[src/rtl/dac_output_sequencer.sv]
// Two-channel DAC output sequencer: reset holdoff, per-channel source select,
// slew-limited outputs and a ramp-to-zero on fault or disable.
module dac_output_sequencer #(
  parameter int DATA_WIDTH = 14,
  parameter int HOLDOFF    = 1024
) (
  input  logic                  clk,
  input  logic                  rst,
  input  logic                  enable,
  input  logic                  fault_i,
  input  logic                  src_sel,
  input  logic [DATA_WIDTH-1:0] servo_a,
  input  logic [DATA_WIDTH-1:0] servo_b,
  input  logic                  servo_valid,
  input  logic [DATA_WIDTH-1:0] sweep_a,
  input  logic [DATA_WIDTH-1:0] sweep_b,
  input  logic                  sweep_valid,
  input  logic [DATA_WIDTH-1:0] slew_max,
  output logic [DATA_WIDTH-1:0] dout_a,
  output logic [DATA_WIDTH-1:0] dout_b,
  output logic                  dac_rst_req,
  output logic [1:0]            state_o,
  output logic                  tripped
);

  localparam int DW = DATA_WIDTH;
  localparam int CW = (HOLDOFF > 1) ? $clog2(HOLDOFF) : 1;

  typedef enum logic [1:0] {
    HOLD   = 2'd0,
    IDLE   = 2'd1,
    RUN    = 2'd2,
    RAMPDN = 2'd3
  } state_t;

  state_t          state, state_nxt;
  logic [CW-1:0]   cnt, cnt_nxt;
  logic [DW-1:0]   tgt_a, tgt_b, tgt_a_nxt, tgt_b_nxt;
  logic [DW-1:0]   dout_a_nxt, dout_b_nxt;
  logic            tripped_nxt;

  // One slew-limited step from cur toward tgt; the result never passes tgt,
  // so the DW-bit add/subtract cannot wrap.
  function automatic logic [DW-1:0] step(input logic [DW-1:0] cur,
                                         input logic [DW-1:0] tgt,
                                         input logic [DW-1:0] slew);
    logic signed [DW:0] diff;
    logic [DW:0]        mag;
    logic [DW-1:0]      res;
    diff = $signed({tgt[DW-1], tgt}) - $signed({cur[DW-1], cur});
    mag  = diff[DW] ? $unsigned(-diff) : $unsigned(diff);
    if (slew == '0 || mag <= {1'b0, slew})
      res = tgt;
    else if (diff[DW])
      res = cur - slew;
    else
      res = cur + slew;
    return res;
  endfunction

  always_comb begin
    state_nxt   = state;
    cnt_nxt     = cnt;
    tgt_a_nxt   = tgt_a;
    tgt_b_nxt   = tgt_b;
    dout_a_nxt  = dout_a;
    dout_b_nxt  = dout_b;
    tripped_nxt = tripped;
    case (state)
      HOLD: begin
        tgt_a_nxt  = '0;
        tgt_b_nxt  = '0;
        dout_a_nxt = '0;
        dout_b_nxt = '0;
        if (cnt == CW'(HOLDOFF - 1))
          state_nxt = IDLE;
        else
          cnt_nxt = cnt + CW'(1);
      end
      IDLE: begin
        tgt_a_nxt  = '0;
        tgt_b_nxt  = '0;
        dout_a_nxt = '0;
        dout_b_nxt = '0;
        if (enable && !fault_i) begin
          state_nxt   = RUN;
          tripped_nxt = 1'b0;
        end
      end
      RUN: begin
        // Outputs step toward the registered target, giving two-cycle latency.
        dout_a_nxt = step(dout_a, tgt_a, slew_max);
        dout_b_nxt = step(dout_b, tgt_b, slew_max);
        if (!src_sel && servo_valid) begin
          tgt_a_nxt = servo_a;
          tgt_b_nxt = servo_b;
        end else if (src_sel && sweep_valid) begin
          tgt_a_nxt = sweep_a;
          tgt_b_nxt = sweep_b;
        end
        if (fault_i) begin
          state_nxt   = RAMPDN;
          tripped_nxt = 1'b1;
          tgt_a_nxt   = '0;
          tgt_b_nxt   = '0;
        end else if (!enable) begin
          state_nxt = RAMPDN;
          tgt_a_nxt = '0;
          tgt_b_nxt = '0;
        end
      end
      RAMPDN: begin
        tgt_a_nxt  = '0;
        tgt_b_nxt  = '0;
        dout_a_nxt = step(dout_a, '0, slew_max);
        dout_b_nxt = step(dout_b, '0, slew_max);
        if (dout_a == '0 && dout_b == '0)
          state_nxt = IDLE;
      end
      default: state_nxt = HOLD;
    endcase
  end

  always_ff @(posedge clk or posedge rst) begin
    if (rst) begin
      state       <= HOLD;
      cnt         <= '0;
      tgt_a       <= '0;
      tgt_b       <= '0;
      dout_a      <= '0;
      dout_b      <= '0;
      dac_rst_req <= 1'b1;
      tripped     <= 1'b0;
    end else begin
      state       <= state_nxt;
      cnt         <= cnt_nxt;
      tgt_a       <= tgt_a_nxt;
      tgt_b       <= tgt_b_nxt;
      dout_a      <= dout_a_nxt;
      dout_b      <= dout_b_nxt;
      dac_rst_req <= (state_nxt == HOLD);
      tripped     <= tripped_nxt;
    end
  end

  assign state_o = state;

endmodule

[config.mk]
export PLATFORM = sky130hd
export DESIGN_NAME = dac_output_sequencer
export DESIGN_NICKNAME = d
export VERILOG_FILES = /design/src/rtl/dac_output_sequencer.sv
export SDC_FILE = /design/constraint.sdc
export NUM_CORES = 1
export LEC_CHECK = 0
export ABC_CLOCK_PERIOD_IN_PS = 13700
export BUFFER_PORTS_ARGS = -buffer_cell sky130_fd_sc_hd__buf_4
export CORE_MARGIN = 2
export CORE_UTILIZATION = 55
export CTS_CLUSTER_DIAMETER = 30
export DETAILED_ROUTE_END_ITERATION = 8
export PLACE_DENSITY = 0.75
export SLEW_MARGIN = 0
export SYNTH_ARGS = -nofsm -noshare
export SYNTH_HDL_FRONTEND = slang
export SYNTH_SLANG_ARGS = --single-unit
[constraint.sdc]
create_clock -name clk -period 13.7 [get_ports clk]
set_input_delay 2.055 -clock clk [delete_from_list [all_inputs] [get_ports clk]]
set_output_delay 2.055 -clock clk [all_outputs]
set_load 0.01 [all_outputs]
==> out/summary.md <==
The run finished with clean final reports. Of all nets on the critical path, the largest fanout is 32. The type of element launching the critical path was a register.

The synthesized netlist occupies a cell area of 10700 um2. The run gives 0.35 ns as the insertion delay of the later-clocked pin in the worst-skew pair. The detailed-route wire length per cell was 20.4 um; the mean instance size in the synthesized netlist was 7.85 um2.

The tools report the post-detailed-route count of antenna-violating nets as 0. Counting the buffers created by CTS gives 9. The tools report the number of antenna violations at the first check in global routing as 0. The share of synthesized area spent on multiplexers was 6.63%; the layout overhead on the synthesized area was 12.7%. After Yosys synthesis, and, or, nand and nor cells account for 19.6% of the synthesized area. The sequential power share is 11.0%. The netlist uses 79 different library cells. The tools report the largest net degree at the start of global routing as 71. The tools report the buffer type at the clock tree root as sky130_fd_sc_hd__clkbuf_16.

The tools report the launching point of the worst reg2reg path as dout_a[0]. The prevailing post-synth register cell is sky130_fd_sc_hd__dfrtp_1. The initial utilization of the core area, before any placement, comes to 56.6%. Delay of the slowest critical-path stage: 0.73 ns.

The clock power share came out at 11.3%. Leaving out fill and tap cells, the most frequent cell in the layout is sky130_fd_sc_hd__ha_1. The die span in x was 143 um; the count of H-tree levels built during CTS was 3. Max-cap violations in this run came to 0. In this run the critical register-to-register path is captured at dout_a[11]. The post-route netlist has 12.2% of its cells at a drive strength greater than 1. Number of buffers and inverters on the critical path: 1. No sink is reached through more buffers than the 2 on the longest clock path. The tools report the final hold violation count as 0. In this run the worst setup path begins at dout_a[0]. The total count of max-transition violations in the final report is 0, and the via count of the first global-routing pass is 10.0k.

After Yosys synthesis, full adders, half adders and majority gates account for 17.5% of the synthesized area. Data on the critical path is required at its endpoint by 13.90 ns. The region available for standard cell placement spans 18800 um2. After synthesis, the cell types taking the most area are sky130_fd_sc_hd__ha_1 16%, sky130_fd_sc_hd__dfrtp_1 16%, sky130_fd_sc_hd__xnor2_1 9.3%.

In the final timing run, aggregate negative setup slack is 0 ns. The largest total area in the synthesized netlist belongs to sky130_fd_sc_hd__ha_1. The switching power summed over all nets is 1.21 mW, and the number of remaining DRC errors is 0.

The most critical setup path has its endpoint at dout_a[11]. Timing would allow up to 166 MHz. In this run, the number of DRC markers left after iteration 0 of detailed routing was 944. Setup repair after global routing left no endpoint under its margin. Synthesis produced a netlist whose cell count is 1356.

In this run, post-CTS repair resized a total of 0 instances. Combinational cells account for 77.7% of the total power. Summed over all cells, the static leakage comes to 5.85 nW. The clock input transition at the sequential cells of the worst setup and hold paths was 0.06 ns.

The proportion of register bits with asynchronous set or reset after synthesis was 100%. Grouping stages by cell kind, the critical path spends the most delay in compound AO/OA/AOI/OAI gates. For this run, the register share of the synthesized area comes to 16.5%.

The total global routing overflow came out at 0. The port buffer count is 108. The critical path is of the reg2reg type. Headroom to the max-slew limit: 12.8%. The number of cells on the worst reg-to-reg path is 20.

Routability-driven placement finished with a final weighted congestion of 0.977. The number of storage elements in the synthesis netlist is 70, and the setup slack on the worst flop-to-flop path is 7.67 ns. The multi-input combinational cells in the finished layout cover a total of 8370 um2.

TritonCTS built the clock tree. The transition time at the pin with the least slew margin works out to 1.31 ns. The synthesized-area fraction occupied by xor and xnor cells is 11.4%. In this run the worst hold path is classified as reg2reg. For this design, the CTS-stage hold fixing added 0 buffers. The main combinational cell family by area after synthesis is compound AO/OA/AOI/OAI gates. The y dimension of the die is 143 um.

The final layout contains 1658 nets. Power spread over the standard cell area amounts to 199 nW/um2. The first global-routing pass estimated 53.8 mm of wire.

For this design the top-level I/O count stands at 109. Summing the areas of all compound-gate instances in the mapped netlist gives 23.3% of the synthesized area. The total via count in the routed design was 10.7k; the fraction of the cycle the final worst path needs was 44.0%. The slowest stage of the critical path is the sky130_fd_sc_hd__a41oi_4 cell. Clock tree synthesis found a total of 70 sinks. STA classifies the critical path endpoint as a register. The internal portion of the total power is 1.19 mW.

The post-route clock skew was 0.00437 ns; the total area of sequential cells was 1750 um2. The library cells used most frequently in the layout, excluding fill and tap cells, are 139 x sky130_fd_sc_hd__ha_1, 118 x sky130_fd_sc_hd__buf_4, 113 x sky130_fd_sc_hd__xnor2_1, 107 x sky130_fd_sc_hd__nor2_1, 102 x sky130_fd_sc_hd__nand2_1. The share of synthesized area in the top cell type comes to 16.3%.

0 antenna diodes ended up in the layout. The net count after synthesis is 1578. The final wirelength came out at 34.7 mm. The time the worst path needs with I/O delays and setup came out at 6.03 ns.

After detailed routing, the number of vias per cell comes to 6.27. The number of stages on the worst setup path is 20, and the total routing resource utilization after global routing is 33.9%. Layout filler cell count: 1672.

The count of flip-flops with a built-in enable after synthesis was 0; the area enclosed by the die boundary was 20500 um2. The switching part of the total works out to 50.4%. The run gives 5 as the number of search-and-repair iterations in the first detailed-routing pass. Hold is met by 0.486 ns.

The total of endpoints with negative setup slack in the final report was 0. For this run, the number of Yosys warnings is 0. The wire-length estimate of the detail-placed layout is 26.8 mm. The critical path data arrival time is 6.23 ns, and the cell row count is 50.

The signal on the critical path passes through ha_1, inv_1, fa_1, a211oi_1, nor3_1, nor3_2, a221oi_1, or2_2, a21oi_1, xnor2_1, ha_1, a21o_1, a21o_1, a221o_1, a221o_1, o21ai_0, a21oi_1, a41oi_4, mux2i_1, o22ai_1. The worst vdd rail ir drop was 101 uV. The number of setup buffers added after CTS is 0.
## layout make-up
type | count | share of cell area [%]
clock buffers | 11 | 2.11
multi-input cells | 1147 | 69.7
repair buffers | 118 | 7.38
inverters | 90 | 2.81
clock inverters | 5 | 0.677
flip-flops and latches | 70 | 14.6
well taps | 260 | 2.71
## stage by stage
step / util (%) / setup WS, ns / total power, mW / cells / instance area [um2]
6_report: 63.8 / 7.67 / 2.39 / 1701 / 12000
2_1_floorplan: - / 8.50 / 1.69 / 1356 / 10700
5_1_grt: 63.8 / 7.22 / 2.59 / 1701 / 12000
3_3_place_gp: 62.0 / 7.94 / 2.04 / 1685 / 11700
4_1_cts: 63.8 / 7.78 / 2.36 / 1701 / 12000
3_5_place_dp: 62.0 / 7.80 / 2.07 / 1685 / 11700
## synth_stat cells, drive strengths merged (9+ instances only)
| master | number |
|---|---|
| nor3 | 42 |
| or3 | 14 |
| a21oi | 97 |
| o21ai | 95 |
| a31oi | 15 |
| xnor2 | 114 |
| xor2 | 24 |
| dfrtp | 69 |
| inv | 89 |
| a211oi | 12 |
| nand2 | 102 |
| o22ai | 25 |
| nand4 | 18 |
| nor2 | 107 |
| ha | 139 |
| nand3 | 24 |
| and3 | 13 |
| nor4 | 18 |
| clkbuf | 38 |
| a21o | 23 |
| or2 | 13 |
| o21a | 30 |
| nand2b | 22 |
| o31ai | 10 |
| buf | 11 |
| o211ai | 9 |
| mux2i | 66 |
| nor2b | 21 |
## flip-flops by register name, summed over array words and instances, names as in the netlist
signal,flops
dout_a,14
tgt_a,14
tripped,1
dout_b,14
cnt,10
dac_rst_req,1
state_o,2
tgt_b,14
## power by group through the flow
stage	Sequential [mW]	Combinational, mW	Clock, mW
after floorplan	0.257	1.43	0
after global placement	0.264	1.78	0
after detailed placement	0.265	1.80	0
after CTS	0.262	1.82	0.271
after global routing	0.266	2.04	0.281
final	0.263	1.86	0.270
## worst min path at each step
stage	from	end	slack (ns)	cells past startpoint
final	cnt[6]	cnt[6]	0.49	1
after global routing	cnt[9]	cnt[9]	0.50	1
after CTS	cnt[9]	cnt[9]	0.49	1
after detailed placement	cnt[9]	cnt[9]	0.48	1
after global placement	cnt[4]	cnt[4]	0.46	1
after floorplan	cnt[4]	cnt[4]	0.44	1
## cell families after synthesis
| kind of cell | Yosys count |
|---|---|
| flops | 70 |
| simple gates | 411 |
| buf+inv | 139 |
| mux | 70 |
| compound gates | 383 |
| xor+xnor | 138 |
| fa+ha+maj | 145 |
## worst register-to-register path: stages, from the launching register on
cell                       delay, ns
sky130_fd_sc_hd__dfrtp_1        0.53
sky130_fd_sc_hd__ha_1           0.23
sky130_fd_sc_hd__inv_1          0.05
sky130_fd_sc_hd__fa_1           0.42
sky130_fd_sc_hd__a211oi_1       0.39
sky130_fd_sc_hd__nor3_1         0.13
sky130_fd_sc_hd__nor3_2         0.28
sky130_fd_sc_hd__a221oi_1       0.21
sky130_fd_sc_hd__or2_2          0.62
sky130_fd_sc_hd__a21oi_1        0.27
sky130_fd_sc_hd__xnor2_1        0.15
sky130_fd_sc_hd__ha_1           0.27
sky130_fd_sc_hd__a21o_1         0.18
sky130_fd_sc_hd__a21o_1         0.16
sky130_fd_sc_hd__a221o_1        0.31
sky130_fd_sc_hd__a221o_1        0.32
sky130_fd_sc_hd__o21ai_0        0.17
sky130_fd_sc_hd__a21oi_1        0.09
sky130_fd_sc_hd__a41oi_4        0.73
sky130_fd_sc_hd__mux2i_1        0.28
sky130_fd_sc_hd__o22ai_1        0.11
## routing by layer
metal	GRT usage (%)	routed length, um	vias up
li1	-	-	5087
met1	42.2	14100	4955
met2	55.8	15800	498
met3	6.47	2670	131
met4	17.8	2050	0
met5	0	0	-
No activity file was read; power rests on OpenSTA's default activity.
